$ cat src/rtl/mux_rr_reg.sv
// Registered N-way W-bit channel selector with valid/ready on every input and the output.
// Selection is either directed by s or round-robin among valid channels.
module mux_rr_reg #(
    parameter int N = 5,
    parameter int W = 8,
    localparam int SW = $clog2(N)
) (
    input  logic                clk,
    input  logic                reset,
    input  logic [N-1:0][W-1:0] d,
    input  logic [N-1:0]        in_valid,
    output logic [N-1:0]        in_ready,
    input  logic                mode,
    input  logic [SW-1:0]       s,
    output logic [W-1:0]        out_data,
    output logic [SW-1:0]       out_ch,
    output logic                out_valid,
    input  logic                out_ready
);

    logic [SW-1:0] ptr_reg;
    logic [SW-1:0] gidx;
    logic [SW-1:0] cand;
    logic [N-1:0]  grant;
    logic          grant_any;
    logic          can_accept;
    logic          load;
    int            idx;

    assign can_accept = !out_valid || out_ready;
    assign load       = grant_any && can_accept;

    always_comb begin
        grant_any = 1'b0;
        gidx      = '0;
        cand      = '0;
        idx       = 0;
        if (!mode) begin
            // Codes N..2^SW-1 select nothing.
            if (({1'b0, s} < (SW+1)'(N)) && in_valid[s]) begin
                grant_any = 1'b1;
                gidx      = s;
            end
        end else begin
            for (int k = 1; k <= N; k++) begin
                idx = int'(ptr_reg) + k;
                if (idx >= N) begin
                    idx = idx - N;
                end
                cand = SW'(idx);
                if (!grant_any && in_valid[cand]) begin
                    grant_any = 1'b1;
                    gidx      = cand;
                end
            end
        end
    end

    genvar gi;
    generate
        for (gi = 0; gi < N; gi++) begin : g_ready
            assign grant[gi]    = grant_any && (gidx == SW'(gi));
            assign in_ready[gi] = grant[gi] && can_accept && !reset;
        end
    endgenerate

    always_ff @(posedge clk or posedge reset) begin
        if (reset) begin
            out_valid <= 1'b0;
            out_data  <= '0;
            out_ch    <= '0;
            ptr_reg   <= SW'(N - 1);
        end else if (load) begin
            out_valid <= 1'b1;
            out_data  <= d[gidx];
            out_ch    <= gidx;
            if (mode) begin
                ptr_reg <= gidx;
            end
        end else if (out_ready) begin
            out_valid <= 1'b0;
        end
    end

endmodule

$ cat config.mk
export PLATFORM = sky130hd
export DESIGN_NAME = mux_rr_reg
export DESIGN_NICKNAME = d
export VERILOG_FILES = /design/src/rtl/mux_rr_reg.sv
export SDC_FILE = /design/constraint.sdc
export NUM_CORES = 1
export LEC_CHECK = 0
export CORE_AREA = 2 2 77 115
export CTS_CLUSTER_DIAMETER = 60
export DETAILED_ROUTE_END_ITERATION = 8
export DIE_AREA = 0 0 79 117
export HOLD_SLACK_MARGIN = 0.12
export PLACE_DENSITY_LB_ADDON = 0.3
export SKIP_CTS_REPAIR_TIMING = 1
export SLEW_MARGIN = 20
export SYNTH_ARGS = -nofsm -noshare
export SYNTH_HDL_FRONTEND = slang
export SYNTH_SLANG_ARGS = --single-unit
$ cat constraint.sdc
create_clock -name clk -period 6.6 [get_ports clk]
set_input_delay 0.66 -clock clk [delete_from_list [all_inputs] [get_ports clk]]
set_output_delay 0.66 -clock clk [all_outputs]
set_load 0.01 [all_outputs]
# [Yosys cells after proc, flatten, opt, wreduce, memory -nomap -nowiden]
# Cells that the tools add are included.
[totals] output_inout_bits=17 in_bits=52 elab_cells=106 regBits=15
[op_classes] eq_ne=4 n_lt_le_gt_ge=13 reduce_logical=31 muxes=44 addsub=10
[ops] cell="3-bit 2-to-1 mux" n=17
[ops] cell="3-bit by 4-bit less-than comparator with 1-bit output (second input constant)" n=7
[ops] cell="8-bit binary-select mux with 3-bit select" n=1
[ops] cell="1-bit logical AND" n=21
[ops] cell="4-bit by 3-bit >= comparator with 1-bit output (second input constant)" n=5
[ops] cell="1-bit 2-to-1 mux" n=19
[ops] cell="1-bit binary-select mux with 3-bit select" n=6
[ops] cell="3-bit subtractor (second input constant)" n=5
[ops] cell="3-bit by 2-bit adder with 4-bit output (second input constant)" n=2
[ops] cell="3-bit by 3-bit adder with 4-bit output (second input constant)" n=2
[ops] cell="8-bit 2-to-1 mux" n=1
[ops] cell="3-bit by 2-bit equality test with 1-bit output (second input constant)" n=2
[ops] cell="1-bit zero test" n=6
[ops] cell="3-bit by 1-bit adder with 4-bit output (second input constant)" n=1
[ops] cell="3-bit by 1-bit equality test with 1-bit output (second input constant)" n=1
[ops] cell="3-bit equality test (second input constant)" n=1
[ops] cell="3-bit zero test" n=1
[ops] cell="3-bit less-than comparator (second input constant)" n=1
[ops] cell="2-bit AND reduction" n=1
[ops] cell="2-bit nonzero test" n=1
[ops] cell="1-bit logical OR" n=1

# [Logic depth before layout (Yosys ltp)]
[logic_depth] word_depth=28 depth_mapped=16 ltp_nobuf=13

# [Worst setup path before layout]
# OpenSTA, ideal clock, no wires.
[synth_timing] path_type="reg2out" start="register ptr_reg[1]" end="output port in_ready[0]" n_path_buf=2 path_stages_with_launch=14 t_arrival_ps=3410 setup_slack_ps=2530 required_time_ps=5940 cell_sequence="dfrtp_1 -> clkbuf_2 -> inv_1 -> ha_1 -> ha_1 -> a21oi_1 -> mux2_2 -> o32a_1 -> and3_1 -> buf_2 -> nor3b_2 -> o31a_1 -> nor4b_1 -> nor2b_1"
[synth_via] elab_chain_len=28 word_cells_on_any_way=63 classes_between="add/sub: 10; order compare: 5; mux: 36; reduce/logical: 12"
[synth_rtl] item="start, declared" line_no="21" rtl="logic [SW-1:0] ptr_reg;"
[synth_rtl] item="start signal, assigned" line_no="72" rtl="ptr_reg <= SW'(N - 1);"
[synth_rtl] item="start signal, assigned" line_no="78" rtl="ptr_reg <= gidx;"
[synth_rtl] item="3-bit by 1-bit adder with 4-bit output" line_no="46" rtl="idx = int'(ptr_reg) + k;"
[synth_rtl] item="4-bit by 3-bit >= comparator with 1-bit output / 3-bit subtractor (equally long branches)" line_no="47, 48"
[synth_rtl] item="3-bit 2-to-1 mux" line_no="47" rtl="if (idx >= N) begin"
[synth_rtl] item="3-bit 2-to-1 mux" line_no="38" rtl="if (!mode) begin"
[synth_rtl] item="1-bit binary-select mux with 3-bit select" line_no="51" rtl="if (!grant_any && in_valid[cand]) begin"
[synth_rtl] item="1-bit 2-to-1 mux (implied by the code)" line_no="51"
[synth_rtl] item="1-bit 2-to-1 mux" line_no="51"
[synth_rtl] item="1-bit 2-to-1 mux" line_no="38"
[synth_rtl] item="[11 not listed]"
[synth_rtl] item="1-bit 2-to-1 mux" line_no="38"
[synth_rtl] item="1-bit zero test" line_no="51"
[synth_rtl] item="1-bit logical AND" line_no="51"
[synth_rtl] item="3-bit 2-to-1 mux" line_no="51"
[synth_rtl] item="3-bit 2-to-1 mux" line_no="38"
[synth_rtl] item="3-bit zero test" line_no="62" rtl="assign grant[gi] = grant_any && (gidx == SW'(gi));"
[synth_rtl] item="1-bit logical AND (*)" line_no="62"
[synth_rtl] item="1-bit logical AND (*) (2 in series)" line_no="63" rtl="assign in_ready[gi] = grant[gi] && can_accept && !reset;"
[synth_rtl] item="end, declared" line_no="12" rtl="output logic [N-1:0] in_ready,"
# Mark *: on every way between the ends. The rest lies on a longest branch, timed or not. The select of a mux whose other input is x is not followed.

# [Final worst setup path]
# Ends and elaborated chain as after synthesis.

==> results.py <==
metrics = {
    "status": {
        "status": "finished clean",
    },
    "routing": {
        "dr_wl_met2_um": 3820,
        "met1_length_um": 2770,
        "drc": 0,
        "via_count": 2357,
        "wirelength_um": 7390,
        "antenna_left": 0,
        "firstDrtPassIters": 4,
        "dr_wl_met3_um": 502,
        "drtIter0Drc": 193,
        "via_per_inst": 5.49,
        "top_layer": "met4",
        "wire_per_inst_um": 17.2,
    },
    "synth": {
        "synth_nets": 334,
        "synth.distinct_cells": 81,
        "syn-cell-area_um2": 2340,
        "ys_ff_latch": 15,
        "synthCells": 271,
        "synth_common_cells": "27 x mux2i_1, 18 x nand2_1, 14 x dfrtp_1, 12 x a31oi_1, 12 x nor2_1",
        "yosysSeqAreaShare_pct": 16.1,
        "synth_top_area_share_pct": 15.0,
        "synth-edff-count": 0,
        "synth_area_leader_cell": "dfrtp_1",
        "yosys-top-cells-area": "dfrtp_1 15%, mux2i_1 12%, ha_1 5.4%",
        "synth_warnings": 0,
        "synthFlopType": "dfrtp_1",
        "syn_avg_cell_area_um2": 8.62,
        "synthArstFlopShare_pct": 100,
        "yosys.cell_count.top_type": "mux2i_1",
    },
    "hold_path": {
        "hold_class": "register to register",
        "holdPathEnd": "out_ch[1]",
        "min-delay-start": "out_ch[1]",
        "hold_path_depth": 2,
    },
    "die": {
        "initial_utilization_pct": 28.1,
        "core.rowCount": 41,
        "pin_count": 69,
        "coreArea_um2": 8310,
        "fp.dieH_um": 117,
        "die_area_um2": 9240,
        "fp.dieW_um": 79,
    },
    "clocking": {
        "htree_levels": 1,
        "cts.clk_slew.worst_paths_ns": 0.06,
        "cts-root-buf": "clkbuf_16",
        "insertion_delay_ns": 0.25,
        "cts_buffer_depth": 2,
        "cts_buffers": 3,
        "cts_tree": "built",
        "cts.sinks": 15,
    },
    "place": {
        "place_hpwl_um": 5970,
        "dp_slack_ns": 1.46,
        "gp_congestion": 0.910,
        "port_buffers": 68,
        "place_area_um2": 3040,
    },
    "timing": {
        "tns_ns": 0,
        "fin_crit_sh_pct": 81.7,
        "timing.hold.ws_ns": 0.508,
        "rsz0062_at_grt": "false",
        "period_minus_slack_ns": 5.39,
        "clock.fmax_mhz": 185,
        "setup_viol": 0,
        "skew_ns": 0.00500,
        "final_hold_viol_count": 0,
        "final.setup.worst_slack_ns": 1.21,
        "relSlewSlack_pct": 55.0,
        "tightestPinTransition_ns": 0.668,
        "slew_viol_final": 0,
    },
    "critical_path": {
        "r2r-start": "ptr_reg[1]",
        "regToRegSetupSlack_ns": 2.15,
        "arrival_ns": 4.73,
        "cp-start-kind": "register",
        "required_ns": 5.94,
        "critPathKind": "register to output pin",
        "reg2reg_depth": 12,
        "r2r-end": "out_data[1]",
        "crit_fanout": 13,
        "worstSetupEndpointType": "output pin",
    },
    "grt": {
        "grt_pass1_wl_um": 12200,
        "grt-ovfl-total": 0,
        "antenna_found_initial": 0,
        "grt.total_usage_pct": 16.7,
        "grt_max_degree": 31,
        "grt_pass1_vias": 2547,
    },
    "cells_and_area": {
        "final_area_um2": 3120,
        "largest_reg_flops": 8,
        "fin_util_pct": 37.5,
        "drive_gt1_share_pct": 12.1,
        "syn2layout_area_growth_pct": 33.5,
        "antenna_cells": 0,
        "nNetsFinal": 386,
        "nFillCells": 893,
    },
    "pwr": {
        "leakage_nw": 1.21,
        "irDropWorstVdd_uv": 238,
        "power_density_nw_per_um2": 580,
    },
    "run": {
        "maxCapViolCount": 0,
    },
}
==> area by class of cell <==
cell class                 instances  area, um2  share of cell area (%)
clock inverter                     1       7.51                   0.241
inverter                          13       48.8                    1.56
clock buffer                       3       75.1                    2.41
timing repair buffer              70        696                    22.3
tap                              107        134                    4.29
sequential                        15        377                    12.1
multi-input combinational        220       1780                    57.1
==> worst max path at each step <==
stage,start,endpoint,cells past startpoint
2_1_floorplan,ptr_reg[1],in_ready[0],13
3_3_place_gp,ptr_reg[1],in_ready[0],12
3_5_place_dp,ptr_reg[1],in_ready[0],12
4_1_cts,ptr_reg[1],in_ready[0],12
5_1_grt,ptr_reg[1],in_ready[1],12
6_report,ptr_reg[1],in_ready[0],12
==> worst max-delay path: stages (launching register included) <==
cell             delay [ns]
dfrtp_1                0.63
inv_1                  0.27
ha_1                   0.25
ha_1                   0.39
or2_2                  0.33
o21ai_1                0.33
nand4_1                0.21
and3_1                 0.34
nor3b_2                0.19
o31a_1                 0.45
nor4b_1                0.39
nor2b_1                0.17
clkdlybuf4s50_1        0.54
==> per-stage QoR <==
step                      instances  total power [mW]
after floorplan                 271              1.35
after global placement          425              1.67
after detailed placement        425              1.68
after CTS                       429              1.81
after global routing            429              1.97
final                           429              1.81
==> kinds of logic (layout without fill, tap and decap cells) <==
| kind of cell | count (synthesis) | in the layout | synth area share (%) |
|---|---|---|---|
| AND/OR/NAND/NOR | 86 | 86 | 22.2 |
| XOR/XNOR | 4 | 4 | 1.50 |
| flip-flops | 15 | 15 | 16.1 |
| multiplexers | 31 | 31 | 14.3 |
| buffers and inverters | 36 | 87 | 7.61 |
| adder cells (fa/ha/maj) | 11 | 11 | 6.21 |
| AO/OA/AOI/OAI | 88 | 88 | 32.1 |
==> cell usage in the layout, fill, tap and decap left out, types with 2 or more instances in the layout <==
cell type / instances
nand2_1: 18
a2bb2oi_1: 2
nand4_1: 4
dfrtp_1: 14
o211ai_1: 4
nor2b_1: 9
xnor2_1: 4
o22ai_1: 2
and3_1: 2
a31oi_1: 12
o21ai_0: 5
o21ai_2: 2
clkdlybuf4s50_1: 68
ha_1: 10
and2_1: 4
clkbuf_16: 3
inv_1: 11
o21ai_1: 2
a21o_1: 2
or2_2: 2
o31a_1: 2
o31ai_1: 2
mux2_4: 2
nor4_1: 3
nor3_1: 4
buf_4: 2
or4b_1: 2
a21boi_0: 9
o21a_1: 3
nand3_1: 4
o221ai_2: 8
nand2b_1: 6
a22oi_1: 3
nor2_1: 12
mux2i_1: 27
a21oi_1: 8
inv_2: 2
==> report_power, final <==
| part | internal [mW] | switching, mW | total, mW |
|---|---|---|---|
| logic | 0.659 | 0.844 | 1.50 |
| registers | 0.140 | 0.0448 | 0.184 |
| clock network | 0.0817 | 0.0413 | 0.123 |
==> routing by layer <==
metal | up-vias | track usage [%]
met4 | 0 | 8.28
met3 | 18 | 2.84
met5 | - | 0
li1 | 1126 | -
met1 | 1104 | 17.9
met2 | 109 | 31.4
Power figures use the tool's default switching activity.
==> edit 1: new RTL, config.mk and constraints unchanged <==
Set the parameter `W` to 7 (it was 8).
--- a/src/rtl/mux_rr_reg.sv
+++ b/src/rtl/mux_rr_reg.sv
@@ -3,5 +3,5 @@
 module mux_rr_reg #(
     parameter int N = 5,
-    parameter int W = 8,
+    parameter int W = 7,
     localparam int SW = $clog2(N)
 ) (
Interface: changed (resized d and out_data); port bits go from 69 to 63. The function was not compared with the original's and may differ.
==> edit 1 against the original RTL <==
- sequential share of layout area barely moved
- first-iteration DRC count fell by 41%
- design area fell by 6.8%
- power fell by 10%
- routed wire length fell by 8.9%
- worst setup slack barely moved
- global-route usage fell by 1.8 points
- sequential cell count fell by 1
- area after synthesis fell by 7.7%
- critical endpoint is now in_ready[3]
- highest routed layer unchanged
==> edit 1: results (changes against the original RTL) <==
Status
  – Outcome: finished clean (unchanged)

Finish
  – FF+latch count: 14 (was 15)
  – Clock buffers: 4 (was 3)
  – Multi-input gate area: 0.00166 mm² (was 0.00178 mm²)
  – Layout cells sized above 1: 13.8% (was 12.1%)
  – Sequential share of cell area: 12.1% (about the same)
  – Non-clk buf share: 21.9% (was 22.3%)
  – ClkCell Share: 3.06% (was 2.65%)

Logic synthesis
  – Post-synth net total: 299 (was 334)
  – Mapped Avg Cell Area: 8.91 µm² (was 8.62 µm²)
  – Most instantiated cells after synthesis: 23 x mux2i_1, 16 x o21ai_0, 13 x dfrtp_1, 13 x nor2_1, 12 x nand2_1 (was 27 x mux2i_1, 18 x nand2_1, 14 x dfrtp_1)

Detailed routing
  – Via density: 5.23 (was 5.49)
  – Initial DRC Count: 113 (was 193)
  – Vias: 2119 (was 2357)
  – Met2 wire len: 3510 µm (was 3820 µm)
  – Metal-1 WL: 2490 µm (was 2770 µm)
  – WL met3: 473 µm (was 502 µm)

Placement
  – Final Wtd Congestion: 0.953 (was 0.910)
  – I/O Buffers: 62 (was 68)
  – DP Worst Slack: 1480 ps (was 1460 ps)
  – DP Area: 0.00282 mm² (was 0.00304 mm²)

GRT
  – Met3 Track Usage GR: 2.68% (was 2.84%)
  – Grt met1 use: 15.5% (was 17.9%)
  – Pin count of the biggest net entering global routing: 25 (was 31)
  – GRT Overall Usage: 15.0% (was 16.7%)
  – Met2 Track Usage GR: 28.3% (was 31.4%)

Worst setup path
  – Reg2reg setup slack: 2130 ps (was 2150 ps)
  – Critical Path Fanout Max: 17 (was 13)

Power and ir drop
  – Clock group: 0.132 mW (was 0.123 mW)
  – Total sequential power: 0.164 mW (was 0.184 mW)
  – PwrDens: 559 mW/mm² (was 580 mW/mm²)
  – Worst VDD drop: 0.000169 V (was 0.000238 V)

Hold path
  – Hold path start: out_ch[0] (was out_ch[1])

Timing
  – Slew headroom: 51.7% (was 55.0%)
  – Worst hold slack: 479 ps (was 508 ps)
[edit 1: cell types whose count changed in the layout (fill, tap and decap cells not counted), moves of 5 or more]
cell / change
a21boi_0: -8
clkdlybuf4s50_1: -6
or2_1: +5
o221ai_2: -8
o21ai_0: +11
nand3_1: +5
a31oi_1: -11
nand2_1: -6
[edit 1: worst max-delay path, stage by stage (launching register included)]
cell	delay (ps)
dfrtp_1	700
inv_1	210
ha_1	680
mux2i_1	300
mux2i_1	100
mux2_4	290
a21oi_4	180
nor4b_4	290
o2111ai_2	200
a211oi_4	570
inv_1	180
nor3_1	220
clkdlybuf4s50_1	560
[edit 1: kinds of logic (layout without fill, tap and decap cells)]
logic type / after synthesis / after routing / synth area share (%)
xor gates and xnor gates: 4 / 4 / 1.62
and+or+nand+nor: 98 / 98 / 30.2
adders and majority gates: 10 / 10 / 6.15
DFF: 14 / 14 / 16.3
buffers and inverters: 21 / 77 / 6.56
muxes: 27 / 27 / 14.2
AOI/OAI and AO/OA: 68 / 68 / 25.0
==> edit 2: new RTL, same settings <==
Without the edit above. Register the input `mode` before use, without a reset. The logic sees it one clock later. The other inputs are not delayed to match.
--- a/src/rtl/mux_rr_reg.sv
+++ b/src/rtl/mux_rr_reg.sv
@@ -19,4 +19,10 @@
 );
 
+    logic mode_q;
+
+    always_ff @(posedge clk) begin
+        mode_q <= mode;
+    end
+
     logic [SW-1:0] ptr_reg;
     logic [SW-1:0] gidx;
@@ -36,5 +42,5 @@
         cand      = '0;
         idx       = 0;
-        if (!mode) begin
+        if (!mode_q) begin
             // Codes N..2^SW-1 select nothing.
             if (({1'b0, s} < (SW+1)'(N)) && in_valid[s]) begin
@@ -75,5 +81,5 @@
             out_data  <= d[gidx];
             out_ch    <= gidx;
-            if (mode) begin
+            if (mode_q) begin
                 ptr_reg <= gidx;
             end
Behaviour: not the same (Yosys sat finds a counterexample within 4 cycles, from zero or initial values and one cycle with reset high).
==> edit 2 against the original RTL <==
- via count decreased by 1.1%
- design area increased by 2.4%
- routed wire length increased by 2.1%
- utilization increased by 0.92 points
- power increased by 2.9%
- worst setup slack got worse by 470 ps
- count of clock-buffer cells in the layout increased by 1
- maximum frequency decreased by 8.0%
- sequential cell count increased by 1
- area after synthesis increased by 4.5%
- die area unchanged
- critical path type unchanged
- critical endpoint is now in_ready[1]
- largest power group unchanged
- highest routed layer unchanged
==> edit 2: results (changes against the original RTL) <==
Detailed routing
  – Vias: 2332 (was 2357)
  – Initial DRC Count: 211 (was 193)
  – Via density: 5.54 (was 5.49)
  – DR WL/cell: 17.9 µm (was 17.2 µm)
  – Drt first pass iters: 5 (was 4)

Logic synthesis
  – Post-synth net total: 320 (was 334)
  – Mapped Avg Cell Area: 9.50 µm² (was 8.62 µm²)
  – Ys async rst share: 93.8% (was 100%)
  – Synth area leaders: dfrtp_1 14%, mux2i_1 7.4%, ha_1 5.1% (was dfrtp_1 15%, mux2i_1 12%, ha_1 5.4%)
  – Adder-Cell Fraction of Synth Area: 5.95% (was 6.21%)
  – Post-synthesis mux area share: 12.8% (was 14.3%)
  – Netlist cell types: 94 (was 81)
  – Most instantiated cells after synthesis: 18 x mux2i_1, 17 x nand2_1, 14 x dfrtp_1 (was 27 x mux2i_1, 18 x nand2_1, 14 x dfrtp_1)
  – Part of the Yosys area used for sequential elements: 16.2% (was 16.1%)
  – Synth Instances: 257 (was 271)
  – XOR/XNOR share of the synthesized area: 2.46% (was 1.50%)
  – Compound-cell area share of the yosys netlist: 29.7% (was 32.1%)

Timing
  – Final Skew: 4.09 ps (was 5.00 ps)
  – Setup_tns: 0 ps (unchanged)
  – Slew headroom: 51.2% (was 55.0%)

Finish
  – FF+latch count: 16 (was 15)
  – #MultiIn Comb: 212 (was 220)
  – Post-route cell area: 0.00320 mm² (was 0.00312 mm²)
  – Layout cells sized above 1: 16.6% (was 12.1%)
  – Clock buffers: 4 (was 3)
  – Fraction of area in multi-input gates: 57.6% (was 57.1%)
  – Inverters, non-clock: 13 (unchanged)
  – ClkCell Share: 2.78% (was 2.65%)
  – FF+latch area: 397 µm² (was 377 µm²)
  – Buffers outside the clock class: 69 (was 70)
  – Fin nets: 378 (was 386)
  – Non-clk buf share: 21.5% (was 22.3%)
  – Layout fillers: 864 (was 893)

Worst setup path
  – Critical Path Fanout Max: 20 (was 13)
  – CP arrival: 5210 ps (was 4730 ps)

GRT
  – GRT Overall Usage: 16.9% (was 16.7%)
  – Number of global-route vias before repair: 2506 (was 2547)
  – Initial antenna violation count: 0 (unchanged)
  – Pin count of the biggest net entering global routing: 36 (was 31)
  – First-pass GRT wire length: 12300 µm (was 12200 µm)

Power and ir drop
  – Worst VDD drop: 0.000232 V (was 0.000238 V)
  – Pleak: 1.22 nW (was 1.21 nW)

Clocking
  – Clock-pin slew on the worst setup and hold paths: around 50 ps
  – CTS buffer count: 3 (unchanged)
  – Worst-skew pair later-pin latency: 250 ps (about the same)

Placement
  – Placed Cells: 417 (was 425)
  – DP Area: 0.00311 mm² (was 0.00304 mm²)
  – Post-DP HPWL: 6000 µm (was 5970 µm)
  – I/O Buffers: 68 (unchanged)
  – Final Wtd Congestion: 0.988 (was 0.910)
  – DP Worst Slack: 1040 ps (was 1460 ps)

Status
  – Outcome: finished clean (unchanged)
[edit 2: changes by cell type in the layout (fill, tap and decap cells not counted), moves of 3 or more]
cell      unedited run  this run
a221oi_2             0         7
o221ai_2             8         1
nand2_2              0         3
mux2i_1             27        18
o22ai_1              2         7
o21ai_0              5        10
a21oi_1              8        11
a21o_1               2         5
a21boi_0             9         0
nand3_1              4         1
a31oi_1             12         0
[edit 2: where the power goes]
| group | internal [mW] | leakage, nW | total [mW] | switching [mW] |
|---|---|---|---|---|
| logic | 0.677 | 0.998 | 1.55 | 0.869 |
| clock network | 0.0921 | 0.0442 | 0.132 | 0.0395 |
| registers | 0.145 | 0.179 | 0.185 | 0.0395 |
[edit 2: worst max-delay path: stages, from the launching register on]
cell and delay [ps]:
dfrtp_1 610, inv_2 200, ha_1 810, mux4_2 620, a32oi_2 400, nand2b_2 150, nor4_4 540, nor4b_4 310
o31a_2 230, nand2_2 130, nor4b_1 340, clkdlybuf4s50_1 600
[edit 2: layer usage]
| metal | wire length [µm] | vias up | track usage [%] | share of wire (%) |
|---|---|---|---|---|
| met4 | 349 | 0 | 10.6 | 4.6 |
| met1 | 2760 | 1091 | 17.3 | 37 |
| met5 | 0 | - | 0 | 0 |
| met2 | 3900 | 118 | 31.6 | 52 |
| li1 | - | 1097 | - | - |
| met3 | 528 | 26 | 3.07 | 7.0 |
[edit 2: final timing paths]
check / depth (start not counted) / slack [ps] / start / to
setup / recovery: 11 / 730 / ptr_reg[1] / in_ready[1]
hold / removal: 1 / 480 / out_ch[1] / out_ch[1]
setup reg to reg: 11 / 1930 / ptr_reg[1] / out_data[0]
hold reg to reg: 1 / 480 / out_ch[1] / out_ch[1]
max in group asynchronous: 2 / 5240 / reset / ptr_reg[1]
min in group asynchronous: 2 / 940 / reset / out_data[2]
